File: config.mk
export PLATFORM = sky130hd
export DESIGN_NAME = msi_requestor
export DESIGN_NICKNAME = d
export VERILOG_FILES = /design/src/rtl/msi_requestor.sv
export SDC_FILE = /design/constraint.sdc
export NUM_CORES = 1
export LEC_CHECK = 0
export CORE_ASPECT_RATIO = 1.1
export CORE_MARGIN = 2
export CORE_UTILIZATION = 60
export DETAILED_ROUTE_END_ITERATION = 7
export HOLD_SLACK_MARGIN = 0.08
export PLACE_DENSITY = 0.82
export SYNTH_ARGS = -nofsm -noshare
export SYNTH_HDL_FRONTEND = slang
export SYNTH_SLANG_ARGS = --single-unit
File: constraint.sdc
create_clock -name i_Clk -period 5.1 [get_ports i_Clk]
set_input_delay 0.51 -clock i_Clk [delete_from_list [all_inputs] [get_ports i_Clk]]
set_output_delay 0.51 -clock i_Clk [all_outputs]
set_load 0.1 [all_outputs]
File: src/rtl/msi_requestor.sv
// Processor-side MSI controller: classifies CPU accesses against a direct-mapped tag/state array
// and arbitrates for the bus to issue misses, upgrades and dirty-victim writebacks.
module msi_requestor #(
   parameter int ADDR_W  = 8,
   parameter int INDEX_W = 2
) (
   input  logic               i_Clk,
   input  logic               i_Reset,
   input  logic               i_CpuValid,
   input  logic               i_CpuWrite,
   input  logic [ADDR_W-1:0]  i_CpuAddr,
   output logic               o_CpuReady,
   output logic               o_BusReq,
   input  logic               i_BusGrant,
   output logic [1:0]         o_BusMessage,
   output logic               o_WriteBack,
   output logic [ADDR_W-1:0]  o_BusAddr,
   input  logic               i_SnoopValid,
   input  logic [INDEX_W-1:0] i_SnoopIndex,
   input  logic [1:0]         i_SnoopState
);

   localparam int LINES = 1 << INDEX_W;
   localparam int TAG_W = ADDR_W - INDEX_W;

   localparam logic [2:0] S_IDLE      = 3'd0;
   localparam logic [2:0] S_WB_REQ    = 3'd1;
   localparam logic [2:0] S_WB_SEND   = 3'd2;
   localparam logic [2:0] S_MISS_REQ  = 3'd3;
   localparam logic [2:0] S_MISS_SEND = 3'd4;
   localparam logic [2:0] S_DONE      = 3'd5;

   localparam logic [1:0] ST_I = 2'd0;
   localparam logic [1:0] ST_S = 2'd1;
   localparam logic [1:0] ST_M = 2'd2;

   localparam logic [1:0] MSG_NONE = 2'd0;
   localparam logic [1:0] MSG_RM   = 2'd1;
   localparam logic [1:0] MSG_WM   = 2'd2;
   localparam logic [1:0] MSG_INV  = 2'd3;

   logic [1:0]         line_st  [LINES];
   logic [TAG_W-1:0]   line_tag [LINES];
   logic [2:0]         fsm;
   logic [ADDR_W-1:0]  req_addr;
   logic [1:0]         req_msg;
   logic [1:0]         req_new;
   logic [TAG_W-1:0]   vic_tag;

   logic [INDEX_W-1:0] cpu_idx;
   logic [TAG_W-1:0]   cpu_tag;
   logic [1:0]         cur_st;
   logic               match;
   logic               accept;
   logic [INDEX_W-1:0] req_idx;

   assign cpu_idx  = i_CpuAddr[INDEX_W-1:0];
   assign cpu_tag  = i_CpuAddr[ADDR_W-1:INDEX_W];
   assign cur_st   = line_st[cpu_idx];
   assign match    = (line_tag[cpu_idx] == cpu_tag) && (cur_st != ST_I);
   // o_CpuReady is still high in the first IDLE cycle; the held request must not be taken twice
   assign accept   = (fsm == S_IDLE) && i_CpuValid && !o_CpuReady;
   assign req_idx  = req_addr[INDEX_W-1:0];
   assign o_BusReq = (fsm == S_WB_REQ) || (fsm == S_MISS_REQ);

   always_ff @(posedge i_Clk) begin
      if (i_Reset) begin
         for (int i = 0; i < LINES; i++) begin
            line_st[i]  <= ST_I;
            line_tag[i] <= '0;
         end
         fsm          <= S_IDLE;
         req_addr     <= '0;
         req_msg      <= MSG_NONE;
         req_new      <= ST_I;
         vic_tag      <= '0;
         o_CpuReady   <= 1'b0;
         o_WriteBack  <= 1'b0;
         o_BusMessage <= MSG_NONE;
         o_BusAddr    <= '0;
      end else begin
         o_CpuReady   <= 1'b0;
         o_WriteBack  <= 1'b0;
         o_BusMessage <= MSG_NONE;
         o_BusAddr    <= '0;
         // Snoop first so that a local update to the same line later in this block takes priority
         if (i_SnoopValid)
            line_st[i_SnoopIndex] <= i_SnoopState;
         case (fsm)
            S_IDLE: begin
               if (accept) begin
                  req_addr <= i_CpuAddr;
                  vic_tag  <= line_tag[cpu_idx];
                  if (match && (!i_CpuWrite || cur_st == ST_M)) begin
                     fsm <= S_DONE;
                  end else if (match) begin
                     req_msg <= MSG_INV;
                     req_new <= ST_M;
                     fsm     <= S_MISS_REQ;
                  end else begin
                     req_msg <= i_CpuWrite ? MSG_WM : MSG_RM;
                     req_new <= i_CpuWrite ? ST_M : ST_S;
                     fsm     <= (cur_st == ST_M) ? S_WB_REQ : S_MISS_REQ;
                  end
               end
            end
            S_WB_REQ: begin
               if (i_BusGrant)
                  fsm <= S_WB_SEND;
            end
            S_WB_SEND: begin
               o_WriteBack      <= 1'b1;
               o_BusAddr        <= {vic_tag, req_idx};
               line_st[req_idx] <= ST_I;
               fsm              <= S_MISS_REQ;
            end
            S_MISS_REQ: begin
               // Losing the shared copy while waiting turns the upgrade into a full write miss
               if (i_SnoopValid && i_SnoopIndex == req_idx && i_SnoopState == ST_I
                   && req_msg == MSG_INV)
                  req_msg <= MSG_WM;
               if (i_BusGrant)
                  fsm <= S_MISS_SEND;
            end
            S_MISS_SEND: begin
               o_BusMessage      <= req_msg;
               o_BusAddr         <= req_addr;
               line_st[req_idx]  <= req_new;
               line_tag[req_idx] <= req_addr[ADDR_W-1:INDEX_W];
               fsm               <= S_DONE;
            end
            S_DONE: begin
               o_CpuReady <= 1'b1;
               fsm        <= S_IDLE;
            end
            default: fsm <= S_IDLE;
         endcase
      end
   end

endmodule

# Word-level counts from Yosys, hierarchy flattened
# Memory sizes are Yosys's and may differ from the RTL's.
# Cells that the tools add are included.
dict set report totals {
  inputBits 18
  output_inout_bits 13
  memories 2
  word_cells 88
  ram_bits 32
  register_bits 33
}
dict set report classes {
  reduce_logical 23
  n_bitwise 3
  eq_ne 14
  mux 37
}
# memory words width read_ports rd_ports_with_merged_regs write_ports line_no
set memory_table {}
lappend memory_table {line_tag 4 6 1 0 4 43} ;# logic [TAG_W-1:0] line_tag [LINES];
lappend memory_table {line_st 4 2 1 0 4 42} ;# logic [1:0] line_st [LINES];
# op count
set ops {}
lappend ops {{2-to-1 mux 2 bit} 14}
lappend ops {{one-hot mux 8 bit (2 select lines)} 1}
lappend ops {{2-to-1 mux 1 bit} 15}
lappend ops {{one-hot mux 3 bit (5 select lines)} 1}
lappend ops {{2-to-1 mux 3 bit} 4}
lappend ops {{inequality test 2 bit (second input constant)} 4}
lappend ops {{logical AND 1 bit} 7}
lappend ops {{equality test 3 x 2 -> 1 bit (second input constant)} 2}
lappend ops {{equality test 3 bit (second input constant)} 2}
lappend ops {{equality test 6 bit} 1}
lappend ops {{2-to-1 mux 6 bit} 1}
lappend ops {{AND reduction 3 bit} 2}
lappend ops {{OR reduction 2 bit} 3}
lappend ops {{OR reduction 6 bit} 1}
lappend ops {{equality test 2 bit (second input constant)} 2}
lappend ops {{one-hot mux 2 bit (2 select lines)} 1}
lappend ops {{AND reduction 4 bit} 1}
lappend ops {{nonzero test 2 bit} 2}
lappend ops {{equality test 3 x 1 -> 1 bit (second input constant)} 1}
lappend ops {{zero test 3 bit} 1}
lappend ops {{equality test 2 bit} 1}
lappend ops {{zero test 1 bit} 2}
lappend ops {{zero test 2 bit} 1}
lappend ops {{logical OR 1 bit} 2}
lappend ops {{other kinds (4)} 5}

# Depth between registers and ports, before layout
dict set report logic_depth {
  ltp_word 7
  mapped_depth 7
  depth_no_buf 5
}

# Worst setup path after synthesis
# No wires, ideal clock.
dict set report synth_path {
  path_type {register to output}
  from {reg fsm[0]}
  to {out o_BusReq}
  t_required_ns 4.590
  arrival_ns 1.958
  path_buffers 1
  slack_ns 2.632
  stages_incl_launch_ff 3
  cell_sequence {dfxtp_1 -> clkbuf_1 -> nor2b_1}
}
dict set report synth_via {
  elab_chain_len 2
  elab_cells_between_ends 3
  classes_between {eq/ne (2); reduce/logical (1)}
}
# item line_no
set synth_lines {}
lappend synth_lines {{start, declared} 44} ;# logic [2:0] fsm;
lappend synth_lines {{start signal, assigned} 103} ;# fsm <= (cur_st == ST_M) ? S_WB_REQ : S_MISS_REQ;
lappend synth_lines {{equality test 3 x 1 -> 1 bit / equality test 3 x 2 -> 1 bit (equally long branches)} 64} ;# assign o_BusReq = (fsm == S_WB_REQ) || (fsm == S_MISS_REQ);
lappend synth_lines {{logical OR 1 bit *} 64}
lappend synth_lines {{end, declared} 13} ;# output logic o_BusReq,
# Every way passes the cells marked *; elsewhere a longest branch is shown, timed or not.

# Worst setup path in the final report
dict set report layout_path {
  from {in i_CpuAddr[0]}
  to {reg fsm[1]}
}
dict set report layout_via {
  elab_chain_len 7
  elab_cells_between_ends 13
  classes_between {eq/ne (2); mux (5); reduce/logical (4); memory (2)}
}
# item line_no
set layout_lines {}
lappend layout_lines {{start, declared} 11} ;# input logic [ADDR_W-1:0] i_CpuAddr,
lappend layout_lines {{memory read (4 x 6 bit) / memory read (4 x 2 bit) (equally long branches)} -}
lappend layout_lines {{equality test 6 bit, or another cell as far along} 60} ;# assign match = (line_tag[cpu_idx] == cpu_tag) && (cur_st != ST_I);
lappend layout_lines {{logical AND 1 bit, or another cell as far along} 60}
lappend layout_lines {{2-to-1 mux 2 bit / logical AND 1 bit (equally long branches)} {96, 94}}
lappend layout_lines {{2-to-1 mux 3 bit *} 94} ;# if (match && (!i_CpuWrite || cur_st == ST_M)) begin
lappend layout_lines {{2-to-1 mux 3 bit *} 91} ;# if (accept) begin
lappend layout_lines {{one-hot mux 3 bit (5 select lines) *} 89} ;# case (fsm)
# Every way passes the cells marked *; elsewhere a longest branch is shown, timed or not. The select of a mux whose other input is x is not followed.
# A chain may end at the register's enable or synchronous reset.

==> summary.md <==
| Metric | Value |
|---|---|
| I/O pins | 31 |
| Power Total | 1.14 mW |
| Vias per inst | 6.13 |
| Simple-gate portion of the synthesized area | 20.3% |
| Syn_area_per_cell | 10.4 um2 |
| Sequential Area | 1620 um2 |
| Slowest CP cell | clkdlybuf4s50_1 |
| Crit path capture type | flip-flop |
| GPL Wtd Cong | 0.866 |
| TritonCTS clock tree | done |
| Core Util, Final | 73.5% |
| Setup TNS | 0 ns |
| Buffers on Ports | 30 |
| Ys flop type | dfxtp_1 |
| Post-Syn Nets | 301 |
| Reg2reg path depth | 5 |
| Worst Hold End | o_BusAddr[4]$_SDFF_PP0_ |
| Initial Util | 62.6% |
| Layout cell share with drive strength beyond 1 | 7.59% |
| Hold Path Depth | 2 |
| Hold Fails Final Rpt | 0 |
| Synth-to-Final Area Change | 17.4% |
| Detail Route Antenna Nets | 0 |
| Cell Pwr Density | 332 nW/um2 |
| Via Count | 2,279 |
| Worst EP required | 5.33 ns |
| Vias in the first global route | 2,224 |
| Clk_skew | 0.0140 ns |
| Initial antenna violation count | 0 |
| Seq/Total Area, Yosys | 55.3% |
| CTS buffer count | 9 |
| DR iter-0 viols | 237 |
| Crit path from | i_CpuAddr[0] |
| Core ar. | 4680 um2 |
| TritonRoute pass-1 iters | 5 |
| Worst-path clk slew | 0.08 ns |
| Reg2reg start | fsm[2]$_SDFFE_PP0P_ |
| CP Max Fanout | 9 |
| Mapped cell area | 2930 um2 |
| Critical path's largest stage delay | 0.81 ns |
| Endpoints failing setup | 0 |
| M1 GR Usage | 34.5% |
| CTS max path bufs | 2 |
| Final Routed Wirelength | 6.60 mm |
| Hold Crit Class | flip-flop to flip-flop |
| Cell family with most CP delay | buffers and inverters |
| Post-synthesis adder-cell area fraction | 0% |
| Total buffers and inverters traversed by the critical path | 1 |
| MaxCap Viol Count | 0 |
| R2R setup slack | 2.73 ns |
| RR Endpoint | req_new[0]$_SDFFE_PP0P_ |
| Combinational family with the most area after synthesis | simple AND/OR/NAND/NOR gates |
| Worst Tran Pin Value | 0.969 ns |
| Filler cells | 356 |
| #FFs+latches synth | 65 |
| ANT cells | 0 |
| Die X | 70.7 um |
| Setup repair after global routing missed its margin | false |
| Clock Latency Late Sink | 0.35 ns |
| Status | finished clean |
| Compound-Gate Fraction of Synth Area | 9.73% |
| Synth Area in XOR/XNOR | 2.99% |
| CP Class | input pin to flip-flop |
| Detailed placement HPWL | 4.61 mm |
| Met3 Use GR | 5.26% |
| Post-CTS Setup Bufs | 0 |
| Core Rows | 26 |
| Syn. warnings | 0 |
| Congestion Overflow GR | 0 |
| Tcrit/Tclk final | 55.3% |
| Clk sinks | 65 |
| Root Driver | clkbuf_8 |
| Relative slew slack | 35.2% |
| Leak | 1.26 nW |
| Ys async rst share | 0% |
| Met2 Usage GRT | 41.1% |
| Maximum VDD drop | 0.334 mV |
| Min Tclk post-route | 2.82 ns |
| DRC | 0 |
| Pins Over Slew Limit | 0 |
| Hold path start | vic_tag[2]$_SDFFE_PP0P_ |
| Hold_buf cts | 0 |
| Fmax | 354 MHz |
| First-pass GRT wire length | 10.7 mm |
| # nets final | 329 |
| Setup crit start kind | input pin |
| Multiplexer share of the synthesized area | 7.59% |
| Worst path cell trace | clkdlybuf4s50_1 -> mux4_1 -> xnor2_1 -> and4_1 -> a31o_1 -> a2111oi_2 |
| Cell variety after synth | 44 |
| Gr busiest metal | met2 |
| CTS H-tree depth | 3 |
| Post-Syn Instances | 283 |
| Largest net degree at the start of global routing | 22 |
| CP Data Arrival Time | 3.05 ns |
| Post-synth EDFFs | 32 |
| GRT Util Overall | 26.4% |
| Die ar. | 5460 um2 |
| Multi-input gate area | 1200 um2 |
| Die H | 77.3 um |
| CTS resizes | 0 |
| WL/cell | 17.7 um |
worst reg2reg max path: stages (launching register included):
cell and delay (ns):
dfxtp_1 0.46, nor3_1 0.46, nand3b_1 0.66, nor2_1 0.40, o21ai_0 0.16, a31oi_1 0.16
power breakdown:
| group | internal (mW) | switching [mW] | total, mW | leakage (nW) |
|---|---|---|---|---|
| combinational | 0.0593 | 0.0973 | 0.157 | 0.581 |
| sequential | 0.572 | 0.0194 | 0.592 | 0.600 |
| clock | 0.189 | 0.207 | 0.396 | 0.0821 |
cell families (layout without fill, tap and decap cells):
kind of cell / Yosys count / in the layout
compound gates: 44 / 44
xor+xnor: 10 / 10
buf+inv: 27 / 60
flops: 65 / 65
mux: 10 / 10
simple gates: 127 / 127
worst max path at each step:
stage                                      to  cells after the start  slack [ns]
after floorplan                      o_BusReq                      2        2.63
after global placement    fsm[1]$_SDFFE_PP0P_                      6        2.04
after detailed placement  fsm[1]$_SDFFE_PP0P_                      6        1.92
after CTS                 fsm[1]$_SDFFE_PP0P_                      6        2.28
after global routing      fsm[1]$_SDFFE_PP0P_                      6        2.17
final                     fsm[1]$_SDFFE_PP0P_                      6        2.28
layer usage:
metal	up-vias	share of wire, %
met3	26	8.8
met1	1061	40
met5	-	0
met2	127	48
li1	1065	-
met4	0	3.2
Yosys cell counts, types with 2 or more instances:
cell type,instances,area [um2]
nand2_1,57,214
dfxtp_1,33,661
edfxtp_1,32,961
nor2_1,22,82.6
a21oi_1,17,85.1
clkbuf_1,12,45.0
inv_1,11,41.3
xnor2_1,10,87.6
and2_1,9,56.3
o21ai_0,8,40.0
nand3_1,7,35.0
mux4_1,6,158
nand2b_1,6,37.5
nor3_1,5,25.0
a31oi_1,4,25.0
nor2b_1,4,25.0
nor3b_1,3,22.5
nor4_1,3,18.8
a221oi_1,2,17.5
buf_2,2,10.0
buf_6,2,22.5
mux2i_1,2,20.0
mux4_2,2,45.0
nand4_1,2,12.5
o21bai_1,2,15.0
o32ai_1,2,17.5
final cells by class:
class | count | share of cell area, %
Clock buffer | 10 | 4.00
Multi-Input combinational cell | 191 | 35.0
Clock inverter | 6 | 1.27
Timing Repair Buffer | 33 | 9.38
Sequential cell | 65 | 47.1
Tap cell | 56 | 2.04
Inverter | 11 | 1.20
metrics by stage:
step	std cells	hold WS (ns)	instance area, um2	worst slack, ns
6_report	372	0.447	3440	2.28
5_1_grt	372	0.465	3440	2.17
4_1_cts	372	0.449	3440	2.28
3_5_place_dp	356	0.439	3260	1.92
3_3_place_gp	356	0.431	3260	2.04
2_1_floorplan	283	0.423	2930	2.63
placed cells by master (no fill, tap or decap), drive strengths merged, types with 4 or more instances in the layout:
master / synthesis / final
a21oi: 17 / 17
a31oi: 4 / 4
and2: 9 / 9
clkbuf: 12 / 10
clkdlybuf4s50: 0 / 30
dfxtp: 33 / 33
edfxtp: 32 / 32
inv: 11 / 11
mux4: 8 / 8
nand2: 57 / 57
nand2b: 6 / 6
nand3: 7 / 7
nor2: 22 / 22
nor2b: 4 / 4
nor3: 5 / 5
o21ai: 8 / 8
xnor2: 10 / 10
sequential cells by signal, indices dropped and copies added (netlist names):
signal / cells
line_tag: 24
req_addr: 8
vic_tag: 6
o_BusAddr: 8
o_WriteBack: 1
req_new: 2
req_msg: 2
o_CpuReady: 1
o_BusMessage: 2
line_st: 8
fsm: 3
No activity file was read; power rests on OpenSTA's default activity.
